--- src/rtl/main_memory_ctrl.sv ---
// main_memory_ctrl: fixed-latency backing store behind the cache controller.
// Ports: clk, reset (sync, active-high), read/write requests, address,
// data_in -> data_out (registered read data), busy (in flight), done (pulse).
module main_memory_ctrl #(
  parameter int memory_bits = 5,
  parameter int data_bits   = 8,
  parameter int latency     = 3
) (
  input  logic                   clk,
  input  logic                   reset,
  input  logic                   read_signal_memory,
  input  logic                   write_signal_memory,
  input  logic [memory_bits-1:0] address,
  input  logic [data_bits-1:0]   data_in,
  output logic [data_bits-1:0]   data_out,
  output logic                   busy,
  output logic                   done
);

  localparam int DEPTH = 1 << memory_bits;
  localparam logic [3:0] CNT_INIT = 4'(latency - 1);

  typedef enum logic [1:0] {
    IDLE = 2'd0,
    WAIT = 2'd1,
    DONE = 2'd2
  } state_t;

  state_t                 state_q, state_d;
  logic                   op_q, op_d;
  logic [memory_bits-1:0] addr_q, addr_d;
  logic [data_bits-1:0]   data_q, data_d;
  logic [3:0]             cnt_q, cnt_d;
  logic [data_bits-1:0]   dout_q, dout_d;
  logic                   mem_we;

  logic [data_bits-1:0]   mem_q [DEPTH];

  always_comb begin
    state_d = state_q;
    op_d    = op_q;
    addr_d  = addr_q;
    data_d  = data_q;
    cnt_d   = cnt_q;
    dout_d  = dout_q;
    mem_we  = 1'b0;
    unique case (state_q)
      IDLE: begin
        // Write has priority; a coincident read is dropped.
        if (write_signal_memory || read_signal_memory) begin
          op_d    = write_signal_memory;
          addr_d  = address;
          data_d  = data_in;
          cnt_d   = CNT_INIT;
          state_d = WAIT;
        end
      end
      WAIT: begin
        if (cnt_q != 4'd0) begin
          cnt_d = cnt_q - 4'd1;
        end else begin
          state_d = DONE;
          if (op_q) mem_we = 1'b1;
          else      dout_d = mem_q[addr_q];
        end
      end
      DONE: state_d = IDLE;
      default: state_d = IDLE;
    endcase
  end

  always_ff @(posedge clk) begin
    if (reset) begin
      state_q <= IDLE;
      op_q    <= 1'b0;
      addr_q  <= '0;
      data_q  <= '0;
      cnt_q   <= 4'd0;
      dout_q  <= '0;
    end else begin
      state_q <= state_d;
      op_q    <= op_d;
      addr_q  <= addr_d;
      data_q  <= data_d;
      cnt_q   <= cnt_d;
      dout_q  <= dout_d;
    end
  end

  // Array comes up holding its own index so reads are predictable.
  always_ff @(posedge clk) begin
    if (reset) begin
      for (int i = 0; i < DEPTH; i++) begin
        mem_q[i] <= data_bits'(i);
      end
    end else if (mem_we) begin
      mem_q[addr_q] <= data_q;
    end
  end

  assign data_out = dout_q;
  assign busy     = (state_q == WAIT);
  assign done     = (state_q == DONE);

endmodule

--- config.mk ---
export PLATFORM = sky130hd
export DESIGN_NAME = main_memory_ctrl
export DESIGN_NICKNAME = d
export VERILOG_FILES = /design/src/rtl/main_memory_ctrl.sv
export SDC_FILE = /design/constraint.sdc
export NUM_CORES = 1
export LEC_CHECK = 0
export ABC_AREA = 1
export ABC_CLOCK_PERIOD_IN_PS = 5610
export CORE_ASPECT_RATIO = 0.6
export CORE_MARGIN = 2
export CORE_UTILIZATION = 65
export DETAILED_ROUTE_END_ITERATION = 12
export PLACE_DENSITY = 0.83
export REMOVE_ABC_BUFFERS = 1
export SYNTH_ARGS = -nofsm -noshare
export SYNTH_HDL_FRONTEND = slang
export SYNTH_SLANG_ARGS = --single-unit
export TNS_END_PERCENT = 20
--- constraint.sdc ---
create_clock -name clk -period 5.61 [get_ports clk]
set_input_delay 1.4025 -clock clk [delete_from_list [all_inputs] [get_ports clk]]
set_output_delay 1.4025 -clock clk [all_outputs]
set_load 0.03 [all_outputs]
# [Word-level counts from Yosys, hierarchy flattened]
# Memory sizes are Yosys's and may differ from the RTL's. A register that Yosys moved wholly into a read port is not among the register bits.
# Index checks and enable logic that the tools add are counted.
[totals] reg_bits=20 mem_bits_rw=256 in_bits=17 output_inout_bits=10 elab_cells=40 memories=1
[memory_table] memory="mem_q" words=32 word_bits=8 rd=1 rd_clocked_by_memory_dff=1 wr=32 line_no="37" text="logic [data_bits-1:0] mem_q [DEPTH];"
[classes] n_addsub=1 n_eq_ne=5 n_mux=17 bitwise_logic=2 reduce_logical=9
[ops] op="$mux 1" n=9
[ops] op="$mux 4" n=2
[ops] op="$mux 8" n=1
[ops] op="$pmux 4 s2" n=1
[ops] op="$reduce_or 8->1" n=1
[ops] op="$reduce_and 3->1" n=2
[ops] op="$mux 5" n=1
[ops] op="$mux 2" n=2
[ops] op="$ne 2x2->1 const B" n=2
[ops] op="$pmux 2 s2" n=1
[ops] op="$reduce_and 2->1" n=2
[ops] op="$reduce_bool 4->1" n=1
[ops] op="$sub 4x1->4 const B" n=1
[ops] op="$eq 2x1->1 const B" n=1
[ops] op="$eq 2x2->1 const B" n=1
[ops] op="$logic_not 2->1" n=1
[ops] op="$ne 2x1->1 const B" n=1
[ops] op="$not 1->1" n=2
[ops] op="$reduce_bool 2->1" n=1
[ops] op="$logic_or 1x1->1" n=1

# [Logic depth before layout (Yosys ltp)]
[depth] depth_word=8 mapped_depth=13 ltp_nobuf=12

# [Least setup slack after synthesis]
# Ideal clock, no wire load.
[synth_path] path_kind="in2reg" from="input reset" to="memory mem_q[31][0] (enable)" setup_ps=329 arrival_ps=2269 required_time_ps=5281 slack_ps=3012 path_stages=7 path_buffers=0 cell_sequence="nor2_2 -> nand2_1 -> clkinv_2 -> nand3_4 -> clkinv_2 -> nand2_1 -> nand2_1"
[synth_rtl] element="from (decl)" line_no="10" text="input logic reset,"
[synth_rtl] element="to (decl)" line_no="37"

==> flow_summary.json <==
{
  "run_status": "complete, no violations",
  "grt_overflow": 0,
  "ioPinCount": 27,
  "drc": 0,
  "final.period_utilization_pct": 59.3,
  "worst_setup_path_start_kind": "flop",
  "grt_usage_pct": 32.7,
  "numCtsBuffers": 26,
  "drt-wirelength-per-cell_um": 19.1,
  "die_w_um": 188,
  "rsz0062_at_grt": "false",
  "first_pass_iters": 7,
  "slew_viol_final": 0,
  "cts_tree": "done",
  "synth_area_leaders": "edfxtp_1, nand2_1, nor2_1",
  "r2r-end": "mem_q[17][7]$_SDFFCE_PN0P_",
  "cts.sinks": 284,
  "clk_pin_slew_ps": 60,
  "post_cts_resized": 0,
  "grt_antenna_before_repair": 0,
  "via_per_inst": 5.75,
  "synth.avg_cell_area_um2": 8.74,
  "die_area_um2": 21500,
  "ys_seq_area_share_pct": 62.5,
  "criticalPathCategory": "flop to flop",
  "synth_common_cells": "nand2_1, edfxtp_1, nor2_1",
  "n_antenna_cell": 0,
  "slew_headroom_pct": 26.4,
  "fmax_ghz": 0.301,
  "postCtsHoldBufs": 0,
  "worstRegToRegCells": 6,
  "syn-cell-area_um2": 13200,
  "yosysWarnings": 0,
  "post_cts_buffers": 0,
  "ir_drop_v": 0.000325,
  "whs_endpoint": "cnt_q[0]$_SDFFE_PP0P_",
  "min_from": "cnt_q[0]$_SDFFE_PP0P_",
  "start_util_pct": 66.1,
  "gp_congestion": 0.855,
  "cap_violations": 0,
  "reg2reg_slack_ps": 2280,
  "crit_required_ps": 5810,
  "arrival_ps": 3520,
  "grt_pass1_vias": 9549,
  "synth.most_common_cell": "nand2_1",
  "core_um2": 20000,
  "synth_top_area_share_pct": 58.2,
  "whs_ps": 453,
  "grt_pass1_wl_mm": 53.0,
  "syn-instance-count": 1510,
  "finClkSkew_ps": 18.3,
  "yosysUniqueCellTypes": 25,
  "synth-seq-cells": 284,
  "cts_root_buf": "clkbuf_16",
  "rows": 40,
  "drive_gt1_share_pct": 8.63,
  "final_util_pct": 72.8,
  "crit_path_max_fanout": 48,
  "port_buffers": 26,
  "vias": 10300,
  "period_needed_ps": 3330,
  "rr_startpoint": "addr_q[0]$_SDFFE_PP0P_",
  "setup_viol": 0,
  "hpwl_mm": 21.0,
  "tightestPinTransition_ps": 1100,
  "nNetsFinal": 1516,
  "drtIter0Drc": 1465,
  "synth_top_cell_by_area": "edfxtp_1",
  "htree_levels": 1,
  "p_per_area_nw_per_um2": 367,
  "p_leak_nw": 5.82,
  "dominantRegCellSynth": "edfxtp_1",
  "postRouteAntennaNets": 0,
  "wl_mm": 34.2,
  "hold_depth": 1,
  "clock_tree.buffer_depth": 3,
  "async_reset_ff_share_pct": 0,
  "synth_edf_count": 256,
  "cp-end-kind": "flop",
  "grt_max_degree": 93,
  "areaGrowthSynthToFinish_pct": 10.1,
  "clk_latency_ps": 540,
  "hold_viol": 0,
  "die_h_um": 114,
  "min-delay-path-class": "flop to flop"
}
how the worst max path moves through the flow:
stage / startpoint / end / cells after the start
floorplan: addr_q[0]$_SDFFE_PP0P_ / mem_q[17][0]$_SDFFCE_PN1P_ / 6
global placement: reset / mem_q[3][2]$_SDFFCE_PN0P_ / 8
detailed placement: reset / mem_q[3][5]$_SDFFCE_PN0P_ / 8
CTS: addr_q[0]$_SDFFE_PP0P_ / mem_q[17][1]$_SDFFCE_PN0P_ / 6
global route: addr_q[0]$_SDFFE_PP0P_ / mem_q[17][1]$_SDFFCE_PN0P_ / 6
finish: addr_q[0]$_SDFFE_PP0P_ / mem_q[17][7]$_SDFFCE_PN0P_ / 6
layer usage:
layer / GRT usage (%) / up-vias / wire length (um)
li1: - / 4765 / -
met1: 49.4 / 4706 / 14100
met2: 47.7 / 750 / 14500
met3: 8.34 / 83 / 4870
met4: 8.66 / 0 / 784
met5: 0 / - / 0
metrics by stage:
step | TNS, ps | std cells | instance area [um^2] | total power, mW | setup slack [ps]
CTS | 0 | 1791 | 14500 | 5.29 | 2380
global placement | 0 | 1743 | 13600 | 3.38 | 2000
floorplan | -129480 | 1433 | 12900 | 3.06 | -1140
finish | 0 | 1791 | 14500 | 5.33 | 2280
global route | 0 | 1791 | 14500 | 5.49 | 2110
detailed placement | 0 | 1743 | 13600 | 3.39 | 1930
state kept, by name, indices dropped and copies added (netlist names):
register,cells
data_q,8
state_q,2
mem_q,256
data_out,8
cnt_q,4
op_q,1
addr_q,5
critical path: stages, from the launching register on:
cell and delay, ps:
dfxtp_4 560, clkinv_2 630, nor2_2 790, nand2_4 330, nor2_2 210, inv_1 150, nand2_1 300
where the power goes:
group          leakage (nW)  internal [mW]  switching, mW
clock                 0.454           1.17          0.777
combinational          2.77          0.226          0.724
sequential             2.59           2.38         0.0559
cell families after synthesis:
kind of cell | Yosys count | share of synthesized area (%)
compound gates | 37 | 1.40
fa+ha+maj | 1 | 0.0948
buf+inv | 143 | 4.21
flops | 284 | 62.5
simple gates | 1045 | 31.8
cells in the final DEF, fill, tap and decap left out, drive strengths merged, types with 18 or more instances in the layout:
cell type / synthesis / routed
dfxtp: 28 / 28
nand2: 756 / 756
inv: 63 / 61
clkbuf: 50 / 34
clkdlybuf4s50: 0 / 26
edfxtp: 256 / 256
nor2: 240 / 240
a21oi: 19 / 19
o21ai: 18 / 18
nand3: 35 / 35
final cells by class:
| class | instances | area (um^2) |
|---|---|---|
| Timing Repair Buffer | 37 | 355 |
| Tap cell | 273 | 342 |
| Clock buffer | 34 | 712 |
| Multi-Input combinational cell | 1083 | 4400 |
| Clock inverter | 14 | 215 |
| Fill cell | 1388 | 5440 |
| Inverter | 66 | 251 |
| Sequential cell | 284 | 8250 |
Note: power is estimated with default switching activity, not from simulation.
